`src/rtl/mpc_issue.sv`:
```
// mpc_issue: buffers chained micro-instructions and issues them one at a time to a processor.
// Latency: ins is valid the cycle after ISSUE; res is captured into acc on WAIT exit; 1 instr / 2 cycles.
// Backpressure: host writes while full are dropped; start while busy is ignored.
//
// Ports:
//   clk, rst_n         clock, async active-low reset
//   wr_en, wr_data     host push: bit18 chain flag, bits17:0 instruction (opc 17:16, A 15:8, B 7:0)
//   full, count        buffer status
//   start              one-cycle pulse that drains the buffer
//   ins                registered instruction to the processor
//   res                processor result, valid while in WAIT
//   acc                last captured result
//   busy, done         run in progress / one-cycle end-of-run pulse
module mpc_issue #(
  parameter int DEPTH = 4
) (
  input  logic                     clk,
  input  logic                     rst_n,
  input  logic                     wr_en,
  input  logic [18:0]              wr_data,
  output logic                     full,
  output logic [$clog2(DEPTH):0]   count,
  input  logic                     start,
  output logic [17:0]              ins,
  input  logic [8:0]               res,
  output logic [8:0]               acc,
  output logic                     busy,
  output logic                     done
);

  localparam int AW = $clog2(DEPTH);
  localparam int CW = AW + 1;

  typedef struct packed {
    logic       chain;
    logic [1:0] opc;
    logic [7:0] a;
    logic [7:0] b;
  } entry_t;

  typedef enum logic [1:0] {S_IDLE, S_ISSUE, S_WAIT} state_t;

  state_t        state, state_nxt;
  entry_t        mem [DEPTH];
  logic [AW-1:0] wr_ptr, rd_ptr;
  entry_t        head;
  logic          empty, push, pop;
  logic          acc_clr, acc_cap, done_set;

  // ---------------- instruction buffer ----------------
  assign empty = (count == '0);
  assign full  = (count == CW'(DEPTH));
  // A write while full is dropped even if a pop happens in the same cycle.
  assign push  = wr_en && !full;
  assign head  = mem[rd_ptr];

  always_ff @(posedge clk) begin
    if (push) mem[wr_ptr] <= entry_t'(wr_data);
  end

  // DEPTH is a power of two, so natural pointer overflow gives the modulo wrap.
  always_ff @(posedge clk or negedge rst_n) begin
    if (!rst_n) begin
      wr_ptr <= '0;
      rd_ptr <= '0;
      count  <= '0;
    end else begin
      if (push) wr_ptr <= wr_ptr + 1'b1;
      if (pop)  rd_ptr <= rd_ptr + 1'b1;
      case ({push, pop})
        2'b10:   count <= count + CW'(1);
        2'b01:   count <= count - CW'(1);
        default: count <= count;
      endcase
    end
  end

  // ---------------- FSM: state register ----------------
  always_ff @(posedge clk or negedge rst_n) begin
    if (!rst_n) state <= S_IDLE;
    else        state <= state_nxt;
  end

  // ---------------- FSM: next state ----------------
  always_comb begin
    state_nxt = state;
    case (state)
      S_IDLE:  if (start && !empty) state_nxt = S_ISSUE;
      S_ISSUE: state_nxt = S_WAIT;
      // count already reflects the pop done in ISSUE and any earlier writes.
      S_WAIT:  state_nxt = empty ? S_IDLE : S_ISSUE;
      default: state_nxt = S_IDLE;
    endcase
  end

  // ---------------- FSM: outputs / strobes ----------------
  always_comb begin
    busy     = 1'b0;
    pop      = 1'b0;
    acc_clr  = 1'b0;
    acc_cap  = 1'b0;
    done_set = 1'b0;
    case (state)
      S_IDLE: begin
        acc_clr  = start;
        done_set = start && empty;
      end
      S_ISSUE: begin
        busy = 1'b1;
        pop  = 1'b1;
      end
      S_WAIT: begin
        busy     = 1'b1;
        acc_cap  = 1'b1;
        done_set = empty;
      end
      default: ;
    endcase
  end

  // ---------------- datapath registers ----------------
  always_ff @(posedge clk or negedge rst_n) begin
    if (!rst_n) begin
      ins  <= '0;
      acc  <= '0;
      done <= 1'b0;
    end else begin
      done <= done_set;
      // Chained entries take operand A from the low byte of the previous result.
      if (pop) ins <= head.chain ? {head.opc, acc[7:0], head.b} : {head.opc, head.a, head.b};
      if (acc_clr)      acc <= '0;
      else if (acc_cap) acc <= res;
    end
  end

endmodule

```
`config.mk`:
```
export PLATFORM = sky130hd
export DESIGN_NAME = mpc_issue
export DESIGN_NICKNAME = d
export VERILOG_FILES = /design/src/rtl/mpc_issue.sv
export SDC_FILE = /design/constraint.sdc
export NUM_CORES = 1
export LEC_CHECK = 0
export ABC_AREA = 1
export BUFFER_PORTS_ARGS = -buffer_cell sky130_fd_sc_hd__buf_2
export CAP_MARGIN = 20
export CORE_ASPECT_RATIO = 1.5
export CORE_UTILIZATION = 60
export DETAILED_ROUTE_END_ITERATION = 8
export PLACE_DENSITY = 0.92
export SETUP_SLACK_MARGIN = 0.5
export SYNTH_ARGS = -nofsm -noshare
export SYNTH_HDL_FRONTEND = slang
export SYNTH_SLANG_ARGS = --single-unit
```
`constraint.sdc`:
```
create_clock -name clk -period 3.2 [get_ports clk]
set_clock_uncertainty 0.1 [all_clocks]
set_input_delay 0.16 -clock clk [delete_from_list [all_inputs] [get_ports clk]]
set_output_delay 0.16 -clock clk [all_outputs]
set_load 0.02 [all_outputs]
```
==> impl_metrics.json <==
{
  "outcome": "completed",
  "leakagePower_nw": 2.60,
  "die-area_sq_mm": 0.00810,
  "hold_path.class": "primary input to flip-flop",
  "avgViaCountPerCell": 5.54,
  "drv_cap": 0,
  "nets": 554,
  "placedCellCount": 563,
  "vdd_ir_drop_max_mv": 0.592,
  "synthCells": 409,
  "clock_sinks": 113,
  "tritoncts": "yes",
  "grt_first_pass_wirelength_mm": 17.0,
  "dr.pass1.iters": 5,
  "worstSetupPathType": "flip-flop to flip-flop",
  "finalSetupViolations": 0,
  "power_density_mw_per_mm2": 1070,
  "wire_per_inst_um": 17.3,
  "place_congestion": 0.771,
  "ys_types": 24,
  "crit_arrival_ps": 2630,
  "cts.clk_slew.worst_paths_ps": 50,
  "post-cts-setup-buffers": 0,
  "initial_core_util_pct": 63.0,
  "die_width_um": 73.8,
  "drive_gt1_share_pct": 20.2,
  "drc": 0,
  "postLayoutCoreUtil_pct": 80.3,
  "grt_max_degree": 42,
  "relSlewSlack_pct": 46.7,
  "ys_ff_latch": 113,
  "cp_max_fo": 8,
  "ctsResizeCount": 0,
  "rsz0062_at_grt": "no",
  "ctsHoldBuffers": 30,
  "syn_area_sq_mm": 0.00464,
  "vias": 3460,
  "rows": 38,
  "htree_levels": 4,
  "area_growth_pct": 27.5,
  "num_io_pins": 65,
  "gr-total-overflow": 0,
  "place_area_sq_mm": 0.00502,
  "final.min_clock_period_ps": 2350,
  "fmax_ghz": 0.426,
  "yosysWarnings": 0,
  "seq_area_frac_synth_pct": 69.1,
  "portBuffers": 64,
  "grt_pass1_vias": 3505,
  "cts_buffers": 17,
  "critPathLaunchType": "flip-flop",
  "worstMarginPinSlew_ps": 800,
  "syn-num-nets": 451,
  "instances_no_fill": 625,
  "route.antenna.remaining_nets": 0,
  "clockRootBuffer": "clkbuf_8",
  "final_area_sq_mm": 0.00592,
  "syn_area_per_cell_sq_um": 11.3,
  "end_kind": "flip-flop",
  "clk_path_buf_depth": 2,
  "power.total_mw": 6.34,
  "setup_tns_ps": 0,
  "die_h_um": 110,
  "core_area_sq_mm": 0.00737,
  "diodes": 0,
  "drt_iter0_drc": 389,
  "postRouteWirelength_mm": 10.8,
  "cp.required_ps": 3480,
  "antenna_found_initial": 0,
  "drv_slew": 0,
  "post-dp-hpwl_mm": 5.75,
  "hold_violations": 0,
  "grt_util_all_layers_pct": 29.8,
  "period_share_pct": 73.4,
  "clock_latency_ps": 510
}
-- synthesized netlist by cell type --
cell type,n,share of area [%]
a21oi_1,3,0.32
buf_1,2,0.16
buf_2,3,0.32
buf_4,3,0.49
buf_6,5,1.2
clkbuf_1,3,0.24
clkinv_1,1,0.081
dfrtp_1,37,20
edfxtp_1,76,49
fa_1,1,0.43
ha_1,9,2.4
inv_1,25,2.0
inv_2,1,0.081
inv_4,1,0.13
nand2_1,108,8.7
nand2_2,1,0.13
nand2_4,1,0.24
nand3_1,43,4.6
nand3_4,2,0.75
nor2_1,37,3.0
o21ai_0,20,2.2
o21ai_1,22,2.4
xnor2_1,1,0.19
xor2_1,4,0.75
-- worst paths after layout --
check / startpoint / slack (ps) / endpoint / cells past startpoint
min reg2reg: acc[8]$_DFFE_PN0P_ / 370 / acc[8]$_DFFE_PN0P_ / 2
max in group asynchronous: rst_n / 2320 / ins[7]$_DFFE_PN0P_ / 2
min in group asynchronous: rst_n / 170 / acc[2]$_DFFE_PN0P_ / 2
min: wr_en / 40 / wr_ptr[1]$_DFFE_PN0P_ / 3
max: count[0]$_DFFE_PN0P_ / 850 / count[2]$_DFFE_PN0P_ / 9
max reg2reg: count[0]$_DFFE_PN0P_ / 850 / count[2]$_DFFE_PN0P_ / 9
-- per-layer routing --
metal / vias up / part of all wire (%) / track usage, %
li1: 1579 / - / -
met4: 0 / 3.6 / 17.7
met3: 48 / 6.9 / 9.17
met2: 205 / 52 / 48.5
met5: - / 0 / 0
met1: 1628 / 38 / 34.4
-- per-stage QoR --
step	worst slack, ps	hold slack (ps)
floorplan	999	-236
detailed placement	1060	179
global route	725	69.8
global placement	1170	178
finish	851	44.2
CTS	889	6.50
-- placed cells by master, fill, tap and decap left out, types with 4 or more instances in the layout --
cell / count
buf_2: 64
buf_4: 6
clkbuf_16: 17
clkbuf_8: 5
dfrtp_1: 37
dlygate4sd3_1: 30
edfxtp_1: 76
ha_1: 9
inv_1: 25
nand2_1: 108
nand3_1: 43
nor2_1: 37
o21ai_0: 20
o21ai_1: 22
xor2_1: 4
-- cell families (layout without fill, tap and decap cells) --
kind of cell	after synthesis	count (layout)	synth area share, %
compound gates	45	45	4.85
simple gates	192	192	17.5
fa+ha+maj	10	10	2.86
flops	113	113	69.1
buf+inv	44	160	4.74
xor+xnor	5	5	0.943
-- critical path, stage by stage (launching register included) --
cell,delay (ps)
dfrtp_1,400
inv_1,130
nand3_1,130
nand2_1,270
ha_1,220
inv_1,80
fa_1,400
a21oi_1,170
o21ai_0,150
xor2_1,170
-- area by class of cell --
class	count	area (sq um)
clock buffers	24	502
clock inverters	8	97.6
fillers	372	1450
inverters	28	108
multi-input cells	252	1210
flip-flops and latches	113	3210
well taps	100	125
repair buffers	100	666
-- state kept, by name, indices dropped and copies added, names as in the netlist --
name and flops:
ins 18, wr_ptr 2, done 1, acc 9, count 3, mem 76, rd_ptr 2, state 2
-- report_power, final --
part | internal [mW] | switching [mW] | total (mW)
Combinational | 0.680 | 1.56 | 2.24
Clock | 1.23 | 0.634 | 1.87
Sequential | 2.01 | 0.226 | 2.23
Total | 3.92 | 2.42 | 6.34
Power figures use the tool's default switching activity.
